### src/rtl/rv32i_types.sv
// Shared RV32I core types: register index widths and the retire/commit state.
package rv32i_types;

    localparam int ARCH_REG_BITS = 5;
    localparam int PHYS_REG_BITS = 6;
    localparam int NUM_ARCH_REGS = 32;

    // Retire FSM: RUN commits one head per cycle, FLUSH is the one-cycle redirect.
    typedef enum logic {
        RUN   = 1'b0,
        FLUSH = 1'b1
    } commit_state_t;

endpackage

### src/rtl/rrat.sv
// Retirement register alias table: architectural -> committed physical mapping.
// One write port, one combinational read port, flat snapshot, identity reset.
// Entry 0 is hardwired to its reset mapping; writes to it are dropped.
module rrat
    import rv32i_types::*;
(
    input  logic                                   clk,
    input  logic                                   rst,
    input  logic                                   we,
    input  logic [ARCH_REG_BITS-1:0]               waddr,
    input  logic [PHYS_REG_BITS-1:0]               wdata,
    input  logic [ARCH_REG_BITS-1:0]               raddr,
    output logic [PHYS_REG_BITS-1:0]               rdata,
    output logic [NUM_ARCH_REGS*PHYS_REG_BITS-1:0] snapshot
);

    logic [PHYS_REG_BITS-1:0] map_q [NUM_ARCH_REGS];

    // Identity mapping on reset, otherwise a single committed write per cycle.
    always_ff @(posedge clk) begin
        if (rst) begin
            for (int i = 0; i < NUM_ARCH_REGS; i++) begin
                map_q[i] <= PHYS_REG_BITS'(i);
            end
        end else if (we && (waddr != '0)) begin
            map_q[waddr] <= wdata;
        end
    end

    assign rdata = map_q[raddr];

    // Flatten the table so entry i sits at [i*PHYS_REG_BITS +: PHYS_REG_BITS].
    for (genvar g = 0; g < NUM_ARCH_REGS; g++) begin : g_snap
        assign snapshot[g*PHYS_REG_BITS +: PHYS_REG_BITS] = map_q[g];
    end

endmodule

### src/rtl/retire_commit.sv
// In-order retire stage: pops completed ROB heads, releases the previous
// physical mapping to the free list, updates the RRAT and raises a one-cycle
// flush after a mispredicted control transfer retires.
//
// Handshake: the ROB presents a head with rob_head_valid; the head is taken in
// the same cycle rob_dequeue is high (valid/ready style, no buffering here).
// The free list accepts free_list_enqueue only when free_list_full is low, so a
// register-writing head is held (not dequeued) while the free list is full.
module retire_commit
    import rv32i_types::*;
(
    input  logic                                   clk,
    input  logic                                   rst,
    input  logic                                   rob_head_valid,
    input  logic [ARCH_REG_BITS-1:0]               rob_head_rd,
    input  logic [PHYS_REG_BITS-1:0]               rob_head_pd,
    input  logic                                   rob_head_we,
    input  logic                                   rob_head_mispredict,
    input  logic [31:0]                            rob_head_target,
    input  logic                                   free_list_full,
    output logic                                   rob_dequeue,
    output logic                                   free_list_enqueue,
    output logic [PHYS_REG_BITS-1:0]               free_list_preg,
    output logic                                   flush,
    output logic [31:0]                            flush_pc,
    output logic [NUM_ARCH_REGS*PHYS_REG_BITS-1:0] rrat_snapshot,
    output logic [63:0]                            commit_order,
    output commit_state_t                          state_dbg
);

    commit_state_t            state_q, state_d;
    logic                     eff_we;
    logic                     commit;
    logic [PHYS_REG_BITS-1:0] old_preg;
    logic [63:0]              order_q;
    logic [31:0]              flush_pc_q;

    // Writes to x0 are architecturally invisible and release nothing.
    assign eff_we = rob_head_we && (rob_head_rd != '0);

    // Next-state and commit decision; reset forces everything idle.
    always_comb begin
        state_d = state_q;
        commit  = 1'b0;
        if (!rst) begin
            case (state_q)
                RUN: begin
                    commit = rob_head_valid && !(eff_we && free_list_full);
                    if (commit && rob_head_mispredict) begin
                        state_d = FLUSH;
                    end
                end
                FLUSH: begin
                    state_d = RUN;
                end
                default: begin
                    state_d = RUN;
                end
            endcase
        end
    end

    // State register.
    always_ff @(posedge clk) begin
        if (rst) begin
            state_q <= RUN;
        end else begin
            state_q <= state_d;
        end
    end

    // Retired-instruction counter and latched redirect target.
    always_ff @(posedge clk) begin
        if (rst) begin
            order_q    <= 64'd0;
            flush_pc_q <= 32'd0;
        end else if (commit) begin
            order_q <= order_q + 64'd1;
            if (rob_head_mispredict) begin
                flush_pc_q <= rob_head_target;
            end
        end
    end

    rrat u_rrat (
        .clk      (clk),
        .rst      (rst),
        .we       (commit && eff_we),
        .waddr    (rob_head_rd),
        .wdata    (rob_head_pd),
        .raddr    (rob_head_rd),
        .rdata    (old_preg),
        .snapshot (rrat_snapshot)
    );

    assign rob_dequeue       = commit;
    assign free_list_enqueue = commit && eff_we;
    assign free_list_preg    = (commit && eff_we) ? old_preg : '0;
    assign flush             = (state_q == FLUSH);
    assign flush_pc          = flush_pc_q;
    assign commit_order      = order_q;
    assign state_dbg         = state_q;

endmodule

### config.mk
export PLATFORM = sky130hd
export DESIGN_NAME = retire_commit
export DESIGN_NICKNAME = d
export VERILOG_FILES = /design/src/rtl/rv32i_types.sv /design/src/rtl/rrat.sv /design/src/rtl/retire_commit.sv
export SDC_FILE = /design/constraint.sdc
export NUM_CORES = 1
export LEC_CHECK = 0
export CORE_UTILIZATION = 45
export DETAILED_ROUTE_END_ITERATION = 6
export PLACE_DENSITY = 0.74
export SYNTH_ARGS = -nofsm -noshare
export SYNTH_HDL_FRONTEND = slang
export SYNTH_SLANG_ARGS = --single-unit
### constraint.sdc
create_clock -name clk -period 4.7 [get_ports clk]
set_clock_uncertainty 0.2 [all_clocks]
set_input_delay 0.94 -clock clk [delete_from_list [all_inputs] [get_ports clk]]
set_output_delay 0.94 -clock clk [all_outputs]
set_load 0.03 [all_outputs]
## After elaboration in Yosys (flattened, before gate mapping)

Memories as Yosys holds them, arrays and structs flattened.
Index checks and enable logic that the tools add are counted.

- Bits in registers: 97
- Latch bits: 0
- RAM bits: 192
- Bits in read-only memories: 0
- Bits of input ports: 49
- Output and inout port bits: 298
- Memories: 1

Memory list:

| name | words | bits a word | rd ports | clocked after memory_dff | wr ports | RTL line | RTL |
|---|---|---|---|---|---|---|---|
| u_rrat.map_q | 32 | 6 | 33 | 0 | 32 | rrat.sv:17 | `logic [PHYS_REG_BITS-1:0] map_q [NUM_ARCH_REGS];` |

- Add/sub/neg operators: 1
- Multiply operators: 0
- Div/mod/pow operators: 0
- $lt $le $gt $ge: 0
- Eq/ne operators: 0
- Shift-type cells: 0
- Multiplexer cells: 13
- Bitwise operators: 1
- Reduce and logical (&&, ||, !) cells: 10

Operator list:

| cell | number |
|---|---|
| $add 64x1->64 const B | 1 |
| $mux 6 | 2 |
| $mux 1 | 9 |
| $logic_and 1x1->1 | 6 |
| $reduce_or 6->1 | 1 |
| $mux 5 | 1 |
| $reduce_bool 5->1 | 1 |
| $pmux 1 s2 | 1 |
| $reduce_and 2->1 | 1 |
| $logic_not 1->1 | 1 |
| $not 1->1 | 1 |

## Logic depth before layout (Yosys ltp)

Gate-level depths: netlist (run 1).

- Word-level depth: 14
- Depth in mapped cells: 9

## Modules after synthesis

Synthesis (run 1) repeated with hierarchy kept, for this count alone.

- Cells, all modules: 1,106
- Area, all modules: 13,307.8 um^2

Modules (own cells, without submodules):

| module | instances | cells an instance | area an instance (um^2) | seq. area each (um^2) |
|---|---|---|---|---|
| rrat | 1 | 574 | 8,996.1 | 5,765.5 |
| retire_commit | 1 | 532 | 4,311.6 | 1,941.9 |

## Least setup slack after synthesis (run 1)

OpenSTA, ideal clock, no wires.

- Path kind: input to output
- Start: input port rob_head_rd[0]
- End: output port free_list_preg[2]
- Data arrival time: 3.062 ns
- Required time: 3.560 ns
- Slack: 0.498 ns
- Stages on the path: 8
- Path buffers: 3
- Path through: buf_2 buf_1 buf_2 mux4_2 mux2i_1 nand3_1 o21ai_0 nor3_1

- Word-level cells in the longest chain between the ends: 9
- Elaborated cells on any way between the ends: 10

RTL lines:

| element | RTL line | RTL |
|---|---|---|
| start: declaration | retire_commit.sv:15 | `input logic [ARCH_REG_BITS-1:0] rob_head_rd,` |
| $reduce_bool 5->1 | retire_commit.sv:39 | `assign eff_we = rob_head_we && (rob_head_rd != '0);` |
| $logic_and 1x1->1 | retire_commit.sv:39 |  |
| $logic_and 1x1->1 | retire_commit.sv:48 | `commit = rob_head_valid && !(eff_we && free_list_full);` |
| $logic_not 1->1 | retire_commit.sv:48 |  |
| $logic_and 1x1->1 | retire_commit.sv:48 |  |
| $mux 1 | retire_commit.sv:46 | `case (state_q)` |
| $mux 1 | retire_commit.sv:45 | `if (!rst) begin` |
| $logic_and 1x1->1 | retire_commit.sv:98 | `assign free_list_preg = (commit && eff_we) ? old_preg : '0;` |
| $mux 6 * | retire_commit.sv:98 |  |
| end: declaration | retire_commit.sv:23 | `output logic [PHYS_REG_BITS-1:0] free_list_preg,` |

Every way passes the cells marked *; elsewhere a longest branch is shown, timed or not.

## Worst setup path in the final report (run 1)

- Start: input port rob_head_rd[4]
- End: output port rob_dequeue

- Word-level cells in the longest chain between the ends: 7

RTL lines:

| element | RTL line | RTL |
|---|---|---|
| $reduce_bool 5->1 | retire_commit.sv:39 |  |
| $logic_and 1x1->1 | retire_commit.sv:39 |  |
| $logic_and 1x1->1 | retire_commit.sv:48 |  |
| $logic_not 1->1 | retire_commit.sv:48 |  |
| $logic_and 1x1->1 | retire_commit.sv:48 |  |
| $mux 1 | retire_commit.sv:46 |  |
| $mux 1 | retire_commit.sv:45 |  |
| end: declaration | retire_commit.sv:21 | `output logic rob_dequeue,` |

No other way between the ends.

==> metrics.yaml, run 1 <==
status:
  status: "finished clean"
clock_tree:
  cts_root_buf: "clkbuf_16"
  clock-sinks: 289
  clock_latency_ps: 550
  post_cts_buffers: 0
  cts-resized-gates: 0
  cts_hold_buf: 0
  clk_pin_slew_ps: 60
  htree_levels: 1
  cts_tree: "done"
  cts_buffers: 31
  clock_path_buffers: 3
floorplanning:
  die_w_um: 176
  die-area_um2: 30800
  start_util_pct: 45.7
  rows: 63
  io_pins: 347
  core_um2: 29600
  die_h_um: 176
critical_path:
  slowest_delay_ps: 620
  worstSetupStartpointType: "input pin"
  endpoint_kind: "output pin"
  rr_worst_depth: 6
  r2r-start: "commit_order[0]"
  critical_path_class: "input pin to output pin"
  crit_cells: 5
  worst_ep_required_time_ps: 3560
  worst-path-max-fanout: 8
  regToRegEndpoint: "commit_order[62]"
  arrival_ps: 3160
  worstPathCellList: "clkdlybuf4s50_1, nor3_1, a21oi_1, nor2_1, buf_4"
  critPathSlowestCell: "nor3_1"
  cp_top_family: "simple AND/OR/NAND/NOR gates"
  cp_num_buf_inv: 2
  endpoint: "rob_dequeue"
  reg2reg_setup_slack_ps: 1460
  critical_path.startpoint: "rob_head_rd[4]"
routing:
  viasPerCell: 5.75
  drt-initial-drc-count: 1251
  vias: 11161
  drc: 0
  wl_mm: 42.6
  drtAntennaViolNets: 0
  wl_per_cell_um: 22.0
  drt_pre_antenna_iters: 5
power:
  p_leak_nw: 6.15
  switching_share_pct: 23.8
  p_per_area_nw_per_um2: 322
  p_int_w: 0.00455
  power_frac_comb_pct: 10.2
  ir_worst_vdd_uv: 241
  pwr-share-clk_pct: 42.4
  p_sw_w: 0.00143
  seq_power_share_pct: 47.3
synth:
  ys_async_sr_fraction_pct: 0
  synth_cell_types: 46
  synth-seq-cells: 289
  synth_edf_count: 192
  avgSynthCellArea_um2: 11.3
  yosysWarnings: 0
  synthCells: 1197
  netlist_area_um2: 13600
  ys.flop_type: "edfxtp_1"
  yosysSeqAreaShare_pct: 56.8
job:
  drv_cap: 0
layout:
  layout-drive-gt1-share_pct: 12.4
  fillCellCount: 2347
  area_growth_pct: 36.8
  fin_area_um2: 18500
  fin_nets: 1574
timing:
  min_period_ps: 4300
  rsz0062_at_grt: "false"
  tns_ps: 0
  fmax_mhz: 232
  finalHoldViolations: 0
  setup_viol: 0
  drv_slew: 0
  slew_headroom_pct: 20.4
  tightest_slew_ps: 1190
  min_period_over_period_pct: 91.6
global_route:
  grt_max_degree: 97
  antenna_found_initial: 1
  met1_usage_pct: 34.0
  grt_remaining_overflow: 0
  use_met3_pct: 5.84
  grt_pass1_wl_mm: 63.9
  grt_busiest_layer: "met2"
  track_usage_pct: 27.1
  use_met2_pct: 46.6
  grt_pass1_vias: 10557
place:
  hpwl_mm: 30.7
  portBuffers: 346
  globalplace.congestion: 0.931
  placed_cell_area_um2: 17500
worst_hold_path:
  hold_path.class: "register to register"
-- cell type report --
| type | count | area, µm² | share of cell area (%) |
|---|---|---|---|
| diodes | 1 | 2.50 | 0.0135 |
| clock buffers | 35 | 791 | 4.26 |
| clock inverters | 23 | 268 | 1.44 |
| inverters | 11 | 41.3 | 0.223 |
| multi-input cells | 811 | 5480 | 29.6 |
| flip-flops and latches | 289 | 7710 | 41.6 |
| well taps | 390 | 488 | 2.63 |
| repair buffers | 380 | 3760 | 20.3 |
-- layout by cell type, fill, tap and decap left out, drive strengths merged, types with 8 or more instances in the layout --
cell	count
a21oi	63
a22oi	10
and2	109
buf	45
clkbuf	35
clkdlybuf4s50	335
clkinv	14
dfxtp	97
edfxtp	192
inv	12
mux2	16
mux4	49
nand2	103
nand2b	22
nand3	26
nand4	27
nor2	85
nor2b	25
nor3	31
nor4	15
o2111ai	8
o21ai	20
o31ai	15
or2	35
or3	71
or4	24
xnor2	10
xor2	8
-- Yosys cell counts (all sizes together) (6+ instances only) --
library cell / number / area share (%)
a21oi: 63 / 2.3
a22oi: 10 / 0.55
and2: 109 / 5.0
and3: 7 / 0.32
buf: 16 / 0.53
clkbuf: 75 / 2.1
dfxtp: 97 / 14
edfxtp: 192 / 43
inv: 11 / 0.30
mux2: 16 / 1.3
mux4: 49 / 8.1
nand2: 103 / 2.9
nand2b: 22 / 1.0
nand3: 26 / 1.0
nand4: 27 / 1.2
nor2: 85 / 2.4
nor2b: 25 / 1.2
nor3: 31 / 1.1
nor4: 15 / 0.69
o2111ai: 8 / 0.52
o21ai: 20 / 0.74
o22ai: 6 / 0.28
o31ai: 15 / 0.83
or2: 35 / 1.6
or3: 71 / 3.3
or4: 24 / 1.3
xnor2: 10 / 0.65
xor2: 8 / 0.52
-- per-layer routing --
layer / part of all wire [%] / wire length [µm] / vias up
li1: - / - / 5039
met1: 38 / 16200 / 5438
met2: 49 / 21100 / 605
met3: 9.9 / 4200 / 79
met4: 2.8 / 1180 / 0
met5: 0 / 0 / -
-- cells by family (layout without fill, tap and decap cells) --
logic type / after synthesis / in the layout / share of synthesized area, %
and+or+nand+nor: 594 / 594 / 23.9
AOI/OAI and AO/OA: 126 / 126 / 5.50
other: 1 / 7 / 0.0277
buffers and inverters: 102 / 449 / 2.91
DFF: 289 / 289 / 56.8
xor gates and xnor gates: 18 / 18 / 1.16
adders and majority gates: 1 / 1 / 0.0923
muxes: 66 / 66 / 9.54
-- tightest hold or removal path: stages (launching register included) --
cell,delay [ps]
dfxtp_1,310
nand2_1,50
a21oi_1,50
-- sequential cells by signal (all words and copies together), names as in the netlist --
name / count
commit_order: 64
flush: 1
flush_pc: 32
u_rrat.map_q: 192
-- worst min path at each step --
stage,start,end,slack [ps],cells past startpoint
global placement,flush_pc[19],flush_pc[19],240,2
CTS,flush_pc[21],flush_pc[21],250,2
global route,flush_pc[13],flush_pc[13],280,2
finish,flush_pc[16],flush_pc[16],250,2
detailed placement,flush_pc[7],flush_pc[7],250,2
floorplan,flush_pc[10],flush_pc[10],380,2
-- metrics by stage --
| stage | instances | power (W) | util (%) | setup slack (ps) | hold WS, ps |
|---|---|---|---|---|---|
| 2_1_floorplan | 1202 | 0.00320 | - | 498 | 384 |
| 3_3_place_gp | 1881 | 0.00348 | 59.0 | 470 | 241 |
| 3_5_place_dp | 1881 | 0.00349 | 59.0 | 469 | 246 |
| 4_1_cts | 1939 | 0.00600 | 62.6 | 468 | 254 |
| 5_1_grt | 1939 | 0.00612 | 62.6 | 337 | 280 |
| 6_report | 1940 | 0.00598 | 62.6 | 396 | 254 |
-- power by group through the flow --
stage	Combinational (W)	Clock (W)	Sequential [W]
3_5_place_dp	0.000611	0	0.00288
4_1_cts	0.000613	0.00256	0.00283
6_report	0.000612	0.00254	0.00283
3_3_place_gp	0.000604	0	0.00288
2_1_floorplan	0.000215	0	0.00299
5_1_grt	0.000642	0.00265	0.00283
(Power assumes the default switching activity.)
==> run 2: changes to the inputs <==
--- a/config.mk
+++ b/config.mk
@@ -5,9 +5,11 @@
 export SDC_FILE = /design/constraint.sdc
 export NUM_CORES = 1
 export LEC_CHECK = 0
+export ABC_CLOCK_PERIOD_IN_PS = 4700
+export CORE_MARGIN = 2
 export CORE_UTILIZATION = 45
 export DETAILED_ROUTE_END_ITERATION = 6
-export PLACE_DENSITY = 0.74
+export DONT_BUFFER_PORTS = 1
 export SYNTH_ARGS = -nofsm -noshare
 export SYNTH_HDL_FRONTEND = slang
 export SYNTH_SLANG_ARGS = --single-unit
==> metrics.yaml, run 2 (synthesis gave the netlist of run 1 again) <==
routing:
  vias: 9494  # was 11161
  wl_per_cell_um: 25.3  # was 22.0 µm
  viasPerCell: 6.02  # was 5.75
  drc: 0  # unchanged
  met3WireLength_mm: 4.39  # was 4.20 mm
  wl_met1_mm: 15.1  # was 16.2 mm
  drt-initial-drc-count: 844  # was 1251
  wl_met2_mm: 19.3  # was 21.1 mm
  drt_pre_antenna_iters: 5  # unchanged
  drtAntennaViolNets: 0  # unchanged
  wl_mm: 39.9  # was 42.6 mm
  routed.top_layer: "met4"  # unchanged
clock_tree:
  clk_pin_slew_ps: 60  # about the same
  cts_buffers: 31  # unchanged
  clock_path_buffers: 3  # unchanged
  post_cts_buffers: 0  # unchanged
  htree_levels: 1  # unchanged
  cts_root_buf: "clkbuf_16"  # unchanged
  clock-sinks: 289  # unchanged
  cts_hold_buf: 0  # unchanged
  clock_latency_ps: 560  # was 550 ps
  cts-resized-gates: 0  # unchanged
  cts_tree: "done"  # unchanged
global_route:
  grt_remaining_overflow: 0  # unchanged
  track_usage_pct: 24.6  # was 27.1%
  grt_pass1_vias: 9246  # was 10557
  grt_max_degree: 158  # was 97
  antenna_found_initial: 2  # was 1
  grt_pass1_wl_mm: 58.8  # was 63.9 mm
layout:
  fin_nets: 1211  # was 1574
  largest_reg_flops: 192  # unchanged
  post-route-util_pct: 50.7  # was 62.6%
  area_growth_pct: 10.9  # was 36.8%
  diodes: 0  # was 1
  layout-drive-gt1-share_pct: 14.4  # was 12.4%
  largest_register: "u_rrat.map_q"  # unchanged
  final_common_cell: "edfxtp_1"  # was clkdlybuf4s50_1
  final_cell_mix: "edfxtp_1, and2_1, nand2_1"  # was clkdlybuf4s50_1, edfxtp_1, and2_1
status:
  status: "finished clean"  # unchanged
power:
  p_sw_w: 0.00134  # was 0.00143 W
  pwr-share-clk_pct: 47.1  # was 42.4%
  seq_power_share_pct: 49.2  # was 47.3%
  p_leak_nw: 4.79  # was 6.15 nW
  power_frac_comb_pct: 3.6  # was 10.2%
  p_per_area_nw_per_um2: 400  # was 322 nW/µm²
  switching_share_pct: 22.3  # was 23.8%
  p_int_w: 0.00468  # was 0.00455 W
  ir_worst_vdd_uv: 264  # was 241 µV
timing:
  min_period_ps: 3850  # was 4300 ps
  tightest_slew_ps: 1220  # was 1190 ps
  finalHoldViolations: 0  # unchanged
  min_period_over_period_pct: 81.9  # was 91.6%
  tns_ps: 0  # unchanged
  holdWs_ps: 243  # was 254 ps
  drv_slew: 0  # unchanged
  slew_headroom_pct: 18.9  # was 20.4%
  setup_viol: 0  # unchanged
  rsz0062_at_grt: "false"  # unchanged
  fmax_mhz: 260  # was 232 MHz
place:
  globalplace.congestion: 0.840  # was 0.931
  hpwl_mm: 27.4  # was 30.7 mm
  portBuffers: 0  # was 346
floorplanning:
  die-area_um2: 31500  # was 30800 µm²
  start_util_pct: 45.7  # unchanged
  die_h_um: 178  # was 176 µm
  core_um2: 29600  # unchanged
  die_w_um: 178  # was 176 µm
  io_pins: 347  # unchanged
  rows: 63  # unchanged
worst_hold_path:
  min_from: "rst"  # was flush_pc[16]
  whs_path_depth: 1  # was 2
  hold_path.class: "input pin to register"  # was register to register
critical_path:
  worst_ep_required_time_ps: 3560  # about the same
  rr_worst_depth: 7  # was 6
  cp_top_family: "simple AND/OR/NAND/NOR gates"  # unchanged
  crit_cells: 5  # unchanged
  critPathSlowestCell: "dfxtp_1"  # was nor3_1
  slowest_delay_ps: 600  # was 620 ps
  worst-path-max-fanout: 14  # was 8
  arrival_ps: 2710  # was 3160 ps
  worstPathCellList: "nor3b_2, buf_4, nand2_1, a21o_1, nor2_1"  # was clkdlybuf4s50_1, nor3_1, a21oi_1, nor2_1, buf_4
  critical_path_class: "register to output pin"  # was input pin to output pin
  critical_path.startpoint: "flush"  # was rob_head_rd[4]
  r2r-start: "commit_order[1]"  # was commit_order[0]
  worstSetupStartpointType: "register"  # was input pin
  cp_num_buf_inv: 1  # was 2
  endpoint_kind: "output pin"  # unchanged
job:
  drv_cap: 0  # unchanged
==> run 2: power by group through the flow <==
stage | sequential [W] | clock [W] | combinational [W]
2_1_floorplan | 0.00299 | 0 | 0.000215
3_3_place_gp | 0.00302 | 0 | 0.000217
3_5_place_dp | 0.00302 | 0 | 0.000219
4_1_cts | 0.00297 | 0.00288 | 0.000220
5_1_grt | 0.00297 | 0.00296 | 0.000235
6_report | 0.00297 | 0.00284 | 0.000218
==> run 2: final cells by class <==
type / count / area, µm²
well taps: 390 / 488
fillers: 2646 / 14600
flip-flops and latches: 289 / 7710
clock inverters: 25 / 410
clock buffers: 33 / 783
repair buffers: 17 / 128
inverters: 11 / 41.3
multi-input cells: 811 / 5480
==> run 2: through the flow <==
step	setup WS (ps)	power [W]	area [µm²]	std cells
2_1_floorplan	498	0.00320	13600	1202
3_3_place_gp	1010	0.00324	13800	1518
3_5_place_dp	1010	0.00324	13800	1518
4_1_cts	799	0.00607	15000	1576
5_1_grt	740	0.00617	15000	1576
6_report	852	0.00602	15000	1576
==> run 2: final timing paths <==
| path | end | slack (ps) |
|---|---|---|
| setup / recovery | free_list_preg[5] | 850 |
| hold / removal | commit_order[34] | 240 |
| setup reg to reg | commit_order[62] | 1260 |
| hold reg to reg | flush_pc[14] | 400 |
==> run 2: routing by layer <==
| layer | track usage (%) | up-vias |
|---|---|---|
| met5 | 0 | - |
| met4 | 6.52 | 0 |
| met3 | 8.16 | 58 |
| met2 | 40.9 | 480 |
| met1 | 30.9 | 4649 |
| li1 | - | 4307 |
